`config.mk`:
```
export PLATFORM = sky130hd
export DESIGN_NAME = riscv_dbg_master
export DESIGN_NICKNAME = d
export VERILOG_FILES = /design/src/rtl/riscv_dbg_master.sv
export SDC_FILE = /design/constraint.sdc
export NUM_CORES = 1
export LEC_CHECK = 0
export BUFFER_PORTS_ARGS = -buffer_cell sky130_fd_sc_hd__buf_2
export CAP_MARGIN = 20
export CORE_ASPECT_RATIO = 0.7
export CORE_MARGIN = 2
export CORE_UTILIZATION = 50
export CTS_BUF_LIST = sky130_fd_sc_hd__clkbuf_4 sky130_fd_sc_hd__clkbuf_8
export CTS_CLUSTER_SIZE = 12
export DETAILED_ROUTE_END_ITERATION = 10
export PLACE_DENSITY = 0.87
export SLEW_MARGIN = 25
export SYNTH_ARGS = -nofsm -noshare
export SYNTH_HDL_FRONTEND = slang
export SYNTH_SLANG_ARGS = --single-unit
export TNS_END_PERCENT = 5
```
`constraint.sdc`:
```
create_clock -name clk -period 3.88 [get_ports clk]
set_input_delay 1.164 -clock clk [delete_from_list [all_inputs] [get_ports clk]]
set_output_delay 1.164 -clock clk [all_outputs]
set_load 0.01 [all_outputs]
```
`src/rtl/riscv_dbg_master.sv`:
```
// Debug-port initiator: runs strobe/ack accesses, halt/resume and
// breakpoint stall for a host transport, one response per command.
module riscv_dbg_master #(
  parameter int XLEN          = 32,
  parameter int DBG_ADDR_SIZE = 16,
  parameter int ACK_TIMEOUT   = 255
) (
  input  logic                     clk,
  input  logic                     rst,
  input  logic                     cmd_valid,
  output logic                     cmd_ready,
  input  logic [1:0]               cmd_op,
  input  logic [DBG_ADDR_SIZE-1:0] cmd_addr,
  input  logic [XLEN-1:0]          cmd_data,
  output logic                     rsp_valid,
  input  logic                     rsp_ready,
  output logic [XLEN-1:0]          rsp_data,
  output logic                     rsp_err,
  output logic                     halted,
  output logic                     bp_event,
  output logic                     dbg_stall,
  output logic                     dbg_strb,
  output logic                     dbg_we,
  output logic [DBG_ADDR_SIZE-1:0] dbg_addr,
  output logic [XLEN-1:0]          dbg_dati,
  input  logic [XLEN-1:0]          dbg_dato,
  input  logic                     dbg_ack,
  input  logic                     dbg_bp
);

  localparam int CW = $clog2(ACK_TIMEOUT + 1);

  localparam logic [1:0] OP_RD  = 2'b00;
  localparam logic [1:0] OP_WR  = 2'b01;
  localparam logic [1:0] OP_HLT = 2'b10;
  localparam logic [1:0] OP_RES = 2'b11;

  typedef enum logic [1:0] {
    IDLE,
    REQ,
    RSP
  } state_t;

  state_t state, state_nxt;

  logic [CW-1:0] cnt;
  logic          timeout;
  logic          accept;
  logic          is_acc;
  logic          do_halt;
  logic          do_res;

  assign accept   = (state == IDLE) && cmd_valid;
  assign is_acc   = (cmd_op == OP_RD) || (cmd_op == OP_WR);
  assign do_halt  = accept && (cmd_op == OP_HLT);
  assign do_res   = accept && (cmd_op == OP_RES);
  assign timeout  = (cnt == CW'(ACK_TIMEOUT - 1));

  assign cmd_ready = (state == IDLE);
  assign dbg_strb  = (state == REQ);
  assign rsp_valid = (state == RSP);
  assign halted    = dbg_stall;

  always_ff @(posedge clk) begin
    if (rst) state <= IDLE;
    else     state <= state_nxt;
  end

  always_comb begin
    state_nxt = state;
    unique case (state)
      IDLE: if (cmd_valid) state_nxt = is_acc ? REQ : RSP;
      REQ:  if (dbg_ack || timeout) state_nxt = RSP;
      RSP:  if (rsp_ready) state_nxt = IDLE;
      default: state_nxt = IDLE;
    endcase
  end

  always_ff @(posedge clk) begin
    if (rst) begin
      cnt      <= '0;
      rsp_data <= '0;
      rsp_err  <= 1'b0;
      dbg_we   <= 1'b0;
      dbg_addr <= '0;
      dbg_dati <= '0;
    end else begin
      unique case (state)
        IDLE: begin
          if (cmd_valid && is_acc) begin
            dbg_addr <= cmd_addr;
            dbg_dati <= cmd_data;
            dbg_we   <= (cmd_op == OP_WR);
          end else if (cmd_valid) begin
            rsp_data <= '0;
            rsp_err  <= 1'b0;
          end
        end
        REQ: begin
          // saturate so a stuck counter can never wrap
          if (cnt != CW'(ACK_TIMEOUT)) cnt <= cnt + CW'(1);
          if (dbg_ack) begin
            rsp_data <= dbg_we ? '0 : dbg_dato;
            rsp_err  <= 1'b0;
          end else if (timeout) begin
            rsp_data <= '0;
            rsp_err  <= 1'b1;
          end
        end
        RSP: if (rsp_ready) cnt <= '0;
        default: cnt <= '0;
      endcase
    end
  end

  // a breakpoint beats a resume issued in the same cycle
  always_ff @(posedge clk) begin
    if (rst) begin
      dbg_stall <= 1'b0;
      bp_event  <= 1'b0;
    end else begin
      bp_event <= 1'b0;
      if (dbg_bp && (!dbg_stall || do_res)) begin
        dbg_stall <= 1'b1;
        bp_event  <= 1'b1;
      end else if (do_halt) begin
        dbg_stall <= 1'b1;
      end else if (do_res) begin
        dbg_stall <= 1'b0;
      end
    end
  end

endmodule

```
==> qor.yml, run 1 <==
finish.net_count: 630
cts_buffers: 9
rows: 25
insertion_delay_ns: 0.36
critPathLaunchType: "register"
dp_cells: 623
path_class: "register to primary output"
whs_ns: 0.455
drive_above_1_share_pct: 36.9
fp.dieW_um: 102
fin_cells: 638
nFillCells: 546
syn_inst: 376
required_ns: 2.72
hold_path.class: "register to register"
grt_pass1_wl_um: 13700
yosys_warnings: 0
grt_pass1_vias: 2927
wl_per_cell_um: 14.0
multi_input_area_um2: 1380
stdcell_area_um2: 4490
cp-end-kind: "primary output"
final_cell_mix: "175 x buf_2, 105 x nand2_1, 94 x dfxtp_1"
cap_violations: 0
die-area_um2: 7460
antennaDiodeCount: 0
crit_arrival_ns: 1.46
utilization_pct: 67.4
grt_setup_unrepaired: "false"
areaGrowthSynthToFinish_pct: 32.5
dr.first_iter.drc_count: 170
final_common_cell: "buf_2"
hold_violations: 0
skew_ns: 0.0128
period_needed_ns: 2.63
clockBufferDepth: 2
crit_fanout: 15
crit-reg2reg-launch: "state[0]"
hold_depth: 2
grt_remaining_overflow: 0
min_from: "dbg_dati[11]"
r2r_slack_ns: 1.76
synth.distinct_cells: 35
htree_levels: 3
p_leak_nw: 2.13
drt_wl_total_um: 8920
vdd_drop_max_mv: 0.222
yosysSeqAreaShare_pct: 55.5
cts_sinks: 94
vias: 3273
io_buffers: 175
viasPerCell: 5.13
ant_nets: 0
finalSetupTns_ns: 0
timing.final.crit_share_pct: 67.7
grt.total_usage_pct: 23.7
post-dp-hpwl_um: 6290
fp.dieH_um: 72.9
fmax_ghz: 0.380
setup_slack_ns: 1.25
r2r_end: "rsp_data[29]"
syn_nets: 466
seqCellArea_um2: 1880
whs_endpoint: "dbg_dati[11]"
cts-root-buf: "clkbuf_8"
place_ws_ns: 1.21
clk_pin_slew_ns: 0.09
power_mw: 1.88
setup_viol_count_final: 0
synth-seq-cells: 94
outcome: "finished, final reports clean"
r2r.worst_path.cells: 4
drc: 0
drtPass1Iterations: 4
timing.max_slew.rel_slack_pct: 58.1
cts_hold_buffers: 0
p_per_area_nw_per_um2: 418
antenna_found_initial: 0
syn_area_per_cell_um2: 9.01
cts_resized: 0
gp_congestion: 0.898
netlist_area_um2: 3390
post_cts_buffers: 0
dpl_cell_area_um2: 4300
cts_tree: "yes"
top_level_ports: 176
core_area_um2: 6660
worst_pin_slew_ns: 0.628
grt_max_degree: 63
drv_slew: 0
start_util_pct: 50.9
## cell usage after synthesis
library cell | n | share of area [%]
buf_4 | 1 | 0.22
buf_2 | 6 | 0.89
or3b_1 | 1 | 0.26
nand2_1 | 105 | 12
nor2b_1 | 1 | 0.18
nor4b_2 | 1 | 0.44
nor2_1 | 9 | 1.0
o21a_1 | 1 | 0.22
o211a_1 | 1 | 0.30
and4_1 | 1 | 0.26
and3b_1 | 1 | 0.26
nor4_1 | 1 | 0.18
nand3b_1 | 2 | 0.44
and3_1 | 1 | 0.18
nand3_1 | 4 | 0.59
o21ai_0 | 7 | 1.0
a21o_1 | 5 | 1.1
nor3b_4 | 1 | 0.55
o22ai_1 | 4 | 0.74
a31oi_1 | 1 | 0.18
nand4_1 | 2 | 0.37
inv_1 | 2 | 0.22
a31o_2 | 1 | 0.26
buf_6 | 3 | 1.0
a21oi_1 | 57 | 8.4
nor3_2 | 1 | 0.30
mux2_2 | 1 | 0.33
o31ai_1 | 1 | 0.22
dfxtp_1 | 94 | 56
a22o_1 | 33 | 8.5
nand2b_1 | 3 | 0.55
nor3_1 | 3 | 0.44
ha_1 | 2 | 0.74
o32ai_1 | 2 | 0.52
clkbuf_1 | 17 | 1.9
## how the worst max path moves through the flow
stage | startpoint | endpoint
3_5_place_dp | rst | rsp_data[29]
4_1_cts | state[0] | cmd_ready
5_1_grt | state[0] | cmd_ready
6_report | state[0] | cmd_ready
3_3_place_gp | rst | rsp_data[8]
2_1_floorplan | rst | rsp_data[0]
## layout make-up
class                      count  area share, %
sequential                    94           41.9
tap                           94           2.62
clock buffer                  10           2.93
timing repair buffer         180           20.3
inverter                       2          0.167
multi-input combinational    253           30.7
clock inverter                 5           1.31
## critical path: stages, from the launching register on
cell	delay, ns
dfxtp_1	0.68
nor2_1	0.22
buf_2	0.20
## per-layer routing
layer / vias to the layer above / wire length [um] / GRT usage, %
met1: 1484 / 3860 / 29.4
met4: 0 / 182 / 9.48
met3: 22 / 991 / 11.0
met2: 148 / 3890 / 36.1
li1: 1619 / - / -
met5: - / 0 / 0
## power breakdown
group | switching (mW) | leakage, nW | internal [mW] | total [mW]
clock network | 0.333 | 0.0922 | 0.303 | 0.636
registers | 0.0235 | 0.764 | 1.00 | 1.02
logic | 0.123 | 1.28 | 0.0931 | 0.216
## registers in the layout, summed over array words and instances (netlist names)
signal	cells
rsp_data	32
bp_event	1
cnt	8
dbg_stall	1
dbg_we	1
dbg_addr	16
dbg_dati	32
rsp_err	1
state	2
## cells by family (layout without fill, tap and decap cells)
family,after synthesis,after routing,synth area share (%)
AOI/OAI and AO/OA,113,113,21.5
adders and majority gates,2,2,0.738
buffers and inverters,29,197,4.21
muxes,1,1,0.332
DFF,94,94,55.5
and+or+nand+nor,137,137,17.7
(Power assumes the default switching activity.)
==> inputs of run 2 (changes only) <==
- ABC_AREA: not set -> 1
- CORE_UTILIZATION: 50 -> 43
- PLACE_DENSITY: 0.87 -> 0.79
- clock period: 3.88 -> 2.2 ns (I/O delays scaled with it)
==> run 2 against run 1 <==
  * Critical path depth rose by 1
  * Global-route usage fell by 3.4 points
  * Sequential share of layout area decreased by 1.9 points
  * Design area rose by 4.7%
  * Critical path type unchanged
==> qor.yml, run 2 <==
outcome: "finished, final reports clean"
core_area_um2: 7970
grt_use_met3_pct: 7.85
grt_remaining_overflow: 0
yosysTopAreaCellShare_pct: 52.3
grt_pass1_vias: 3298
vias: 3530
cts_resized: 0
dr.first_iter.drc_count: 274
syn_inst: 464
top_level_ports: 176
crit_arrival_ns: 1.25
yosys_warnings: 0
timing.max_slew.rel_slack_pct: 65.6
path_cells: "nand2_2 > inv_2 > buf_2"
wl_per_cell_um: 12.5
start_util_pct: 45.1
synth_enable_flop_cells: 0
cts_sinks: 94
final_common_cell: "buf_2"
cap_violations: 0
fmax_ghz: 0.524
vdd_drop_max_mv: 0.539
grt_pass1_wl_um: 14900
utilization_pct: 59.0
cts_tree: "yes"
clockBufferDepth: 2
r2r.worst_path.cells: 9
p_sw_share_pct: 26.7
drt_wl_total_um: 9180
syn_area_per_cell_um2: 7.75
yosysTopAreaCell: "dfxtp_1"
pwr-share-comb_pct: 15.0
p_leak_nw: 2.20
finish.net_count: 718
final_cell_mix: "175 x buf_2, 108 x nor2_1, 96 x nand2_1"
htree_levels: 3
netlist_area_um2: 3590
hold_violations: 0
use_met1_pct: 24.4
post_cts_buffers: 0
crit_fanout: 7
async_flop_share_pct: 0
post-dp-hpwl_um: 6680
internal-power_mw: 2.61
nFillCells: 735
worst_pin_slew_ns: 0.516
cts_hold_buffers: 0
r2r_slack_ns: 0.58
die-area_um2: 9120
fp.dieW_um: 113
drc: 0
setup_viol_count_final: 0
clk_pin_slew_ns: 0.09
required_ns: 1.54
cp-endpoint: "dbg_strb"
syn_nets: 554
path_class: "register to primary output"
ys_top_cells_by_count: "108 x nor2_1, 96 x nand2_1, 94 x dfxtp_1"
p_per_area_nw_per_um2: 758
drive_above_1_share_pct: 34.9
synth.distinct_cells: 27
skew_ns: 0.00668
insertion_delay_ns: 0.34
yosysSeqAreaShare_pct: 52.3
finalSetupTns_ns: 0
rows: 27
antenna_found_initial: 0
critPathLaunchType: "register"
hold_depth: 2
slowest_delay_ns: 0.45
met2_usage_pct: 34.0
ys_dominant_reg_cell: "dfxtp_1"
ys_top_cells_by_area: "dfxtp_1 52%, nor2_1 11%, nand2_1 10%, o21ai_0 7.0%, a21oi_1 3.9%"
cp-end-kind: "primary output"
crit_slowest_cell: "dfxtp_1"
timing.final.crit_share_pct: 86.7
viasPerCell: 4.81
seq_power_share_pct: 51.7
hold_path.class: "register to register"
ant_nets: 0
drv_slew: 0
areaGrowthSynthToFinish_pct: 30.8
grt.total_usage_pct: 20.3
antennaDiodeCount: 0
period_needed_ns: 1.91
drtPass1Iterations: 4
fp.dieH_um: 80.5
r2r_end: "rsp_data[6]"
synth-seq-cells: 94
crit-reg2reg-launch: "cnt[0]"
yosysMostFrequentCell: "nor2_1"
gp_congestion: 0.862
setup.worst_path.start: "state[0]"
p_sw_mw: 0.951
cts_buffers: 9
p_clk_share_pct: 33.2
cts-root-buf: "clkbuf_8"
grt_setup_unrepaired: "false"
io_buffers: 175
reg.largest.list: "dbg_dati: 32 flops, rsp_data: 32 flops, dbg_addr: 16 flops"
grt.busiest_layer: "met2"
grt_max_degree: 53
run 2: cell types whose count changed in the layout (fill, tap and decap cells not counted), moves of 3 or more:
cell	previous run	this run
nor2_1	9	108
o21ai_0	7	50
a22o_1	33	0
a21oi_1	57	28
inv_1	2	17
a21oi_2	0	14
nand2_1	105	96
nand3_1	4	10
a21o_1	5	0
inv_2	0	3
nand2b_1	3	0
o22ai_1	3	0
run 2: cell type report:
class                      instances  area, um^2  area share [%]
clock buffer                      12         159            3.38
timing repair buffer             180         926            19.7
tap                              101         126            2.69
inverter                          20        75.1            1.60
clock inverter                     4        53.8            1.14
multi-input combinational        323        1480            31.5
sequential                        94        1880            40.0
run 2: critical path: cells and delay by family, from the launching register on:
kind / cells / cell delay (ns)
flops: 1 / 0.45
buf+inv: 2 / 0.30
simple gates: 1 / 0.16
run 2: cell families after synthesis:
| logic type | share of synthesized area (%) |
|---|---|
| AOI/OAI and AO/OA | 15.0 |
| buffers and inverters | 6.51 |
| adders and majority gates | 0.696 |
| DFF | 52.3 |
| and+or+nand+nor | 25.4 |
run 2: per-stage QoR:
step	instance area (um^2)	hold slack (ns)	setup WS [ns]	total power, mW	cells
floorplan	3590	0.468	0.774	2.21	464
global placement	4490	0.445	0.494	2.41	718
detailed placement	4490	0.450	0.486	2.42	718
CTS	4700	0.464	0.248	3.61	734
global route	4700	0.478	0.182	3.76	734
finish	4700	0.461	0.292	3.56	734
run 2: how the worst min path moves through the flow:
stage / start / endpoint / slack (ns)
2_1_floorplan: cnt[6] / cnt[6] / 0.47
3_3_place_gp: rsp_data[4] / rsp_data[4] / 0.44
3_5_place_dp: rsp_data[4] / rsp_data[4] / 0.45
4_1_cts: rsp_data[4] / rsp_data[4] / 0.46
5_1_grt: rsp_data[29] / rsp_data[29] / 0.48
6_report: rsp_data[25] / rsp_data[25] / 0.46
run 2: layer usage:
layer,vias to the layer above,wire (um)
met5,-,0
li1,1803,-
met1,1561,3940
met4,0,133
met2,153,4190
met3,13,918
run 2: power groups by stage:
stage                     Sequential [mW]  Combinational, mW  Clock, mW
final                                1.84              0.535       1.18
after floorplan                      1.92              0.285          0
after CTS                            1.84              0.539       1.22
after global placement               1.88              0.530          0
after detailed placement             1.88              0.538          0
after global routing                 1.86              0.603       1.30
==> inputs of run 3 (changes only) <==
- CORE_MARGIN: 2 -> not set
- CORE_UTILIZATION: 43 -> 35
- PLACE_DENSITY: 0.79 -> 0.66
- SLEW_MARGIN: 25 -> 20
==> run 3 against run 2 <==
  * Cell count up 3.4%
  * Sequential power about the same
  * Clock skew is 0.00055 ns higher
==> qor.yml, run 3 (same netlist as run 2, synthesis figures left out) <==
outcome: "finished, final reports clean"
required_ns: 1.54
wl_met1_um: 4230
slowest_delay_ns: 0.45
drtPass1Iterations: 4
path_class: "register to primary output"
timing.final.crit_share_pct: 87.9
p_sw_share_pct: 26.0
pwr-share-comb_pct: 14.9
cts_resized: 0
timing.max_slew.rel_slack_pct: 65.4
p_leak_nw: 2.21
critPathLaunchType: "register"
seq_power_share_pct: 51.6
ant_nets: 0
cp_top_family: "flip-flops"
post_cts_buffers: 0
finalSetupTns_ns: 0
period_needed_ns: 1.93
cts-root-buf: "clkbuf_8"
clk_pin_slew_ns: 0.08
antenna_found_initial: 0
antennaDiodeCount: 0
fmax_ghz: 0.517
reg.largest.list: "dbg_dati: 32 flops, rsp_data: 32 flops, dbg_addr: 16 flops"
cts_tree: "yes"
htree_levels: 3
io_buffers: 175
drv_slew: 0
cap_violations: 0
die-area_um2: 10700
route.met3.wl_um: 948
areaGrowthSynthToFinish_pct: 31.5
fp.dieW_um: 123
worst-path-buf-inv: 2
skew_ns: 0.00723
worst_pin_slew_ns: 0.519
grt_pass1_wl_um: 13900
core_area_um2: 9830
setup_viol_count_final: 0
dr_wl_met2_um: 3810
post-dp-hpwl_um: 6470
wl_per_cell_um: 12.0
finish.net_count: 718
cts_sinks: 94
top_layer: "met4"
grt_max_degree: 53
utilization_pct: 48.1
dr.first_iter.drc_count: 143
gp_congestion: 0.832
viasPerCell: 4.58
vdd_drop_max_mv: 0.380
internal-power_mw: 2.65
hold_path.class: "register to register"
p_clk_share_pct: 33.5
p_per_area_nw_per_um2: 756
grt_remaining_overflow: 0
hold_violations: 0
final_common_cell: "buf_2"
crit_slowest_cell: "dfxtp_1"
insertion_delay_ns: 0.35
crit_fanout: 7
drt_wl_total_um: 9080
drive_above_1_share_pct: 34.7
start_util_pct: 36.6
cts_buffers: 9
crit_arrival_ns: 1.27
p_sw_mw: 0.928
drc: 0
vias: 3475
path_cells: "nand2_2 > inv_2 > buf_2"
cts_hold_buffers: 0
grt.total_usage_pct: 16.7
r2r_slack_ns: 0.56
grt_pass1_vias: 3083
fp.dieH_um: 86.8
rows: 30
clockBufferDepth: 2
top_level_ports: 176
final_cell_mix: "175 x buf_2, 108 x nor2_1, 96 x nand2_1"
grt_setup_unrepaired: "false"
cp-end-kind: "primary output"
==> run 3: changes by cell type in the layout (fill, tap and decap cells not counted), sizes merged <==
cell      before  now
bufinv         1    2
clkbuf        12   10
clkinvlp       2    0
clkinv         0    2
inv           21   20
==> run 3: final timing paths <==
kind	startpoint	end	cells after the start
setup / recovery	state[0]	dbg_strb	3
setup reg to reg	cnt[6]	rsp_data[24]	7
hold reg to reg	rsp_data[14]	rsp_data[14]	2
hold / removal	rsp_data[14]	rsp_data[14]	2
==> run 3: layout make-up <==
cell class / instances / area [um^2]
sequential: 94 / 1880
multi-input combinational: 323 / 1480
clock inverter: 4 / 73.8
timing repair buffer: 180 / 926
inverter: 20 / 75.1
clock buffer: 10 / 131
tap: 128 / 160
fill: 976 / 5110
==> run 3: power by group through the flow <==
| stage | sequential (mW) | clock (mW) | combinational (mW) |
|---|---|---|---|
| after floorplan | 1.92 | 0 | 0.285 |
| after global placement | 1.88 | 0 | 0.531 |
| after detailed placement | 1.88 | 0 | 0.539 |
| after CTS | 1.84 | 1.26 | 0.540 |
| after global routing | 1.86 | 1.32 | 0.598 |
| final | 1.84 | 1.20 | 0.533 |
==> run 3: stage by stage <==
stage | cells | area (um^2) | hold slack [ns] | worst slack, ns | power (mW)
detailed placement | 745 | 4520 | 0.455 | 0.487 | 2.42
finish | 759 | 4730 | 0.464 | 0.267 | 3.58
global route | 759 | 4730 | 0.480 | 0.195 | 3.77
global placement | 745 | 4520 | 0.446 | 0.512 | 2.41
CTS | 759 | 4730 | 0.468 | 0.242 | 3.64
floorplan | 464 | 3590 | 0.468 | 0.774 | 2.21
==> run 3: worst register-to-register path: stages, from the launching register on <==
cell and delay, ns:
dfxtp_1 0.39, nand2_1 0.10, nor2_1 0.21, nand2_1 0.09
nand2_1 0.15, nand3_4 0.33, nand2_1 0.17, a21oi_1 0.08
==> run 3: routing by layer <==
metal | up-vias | track usage, %
met2 | 131 | 26.8
met3 | 8 | 7.17
met4 | 0 | 6.24
met5 | - | 0
li1 | 1796 | -
met1 | 1540 | 19.8
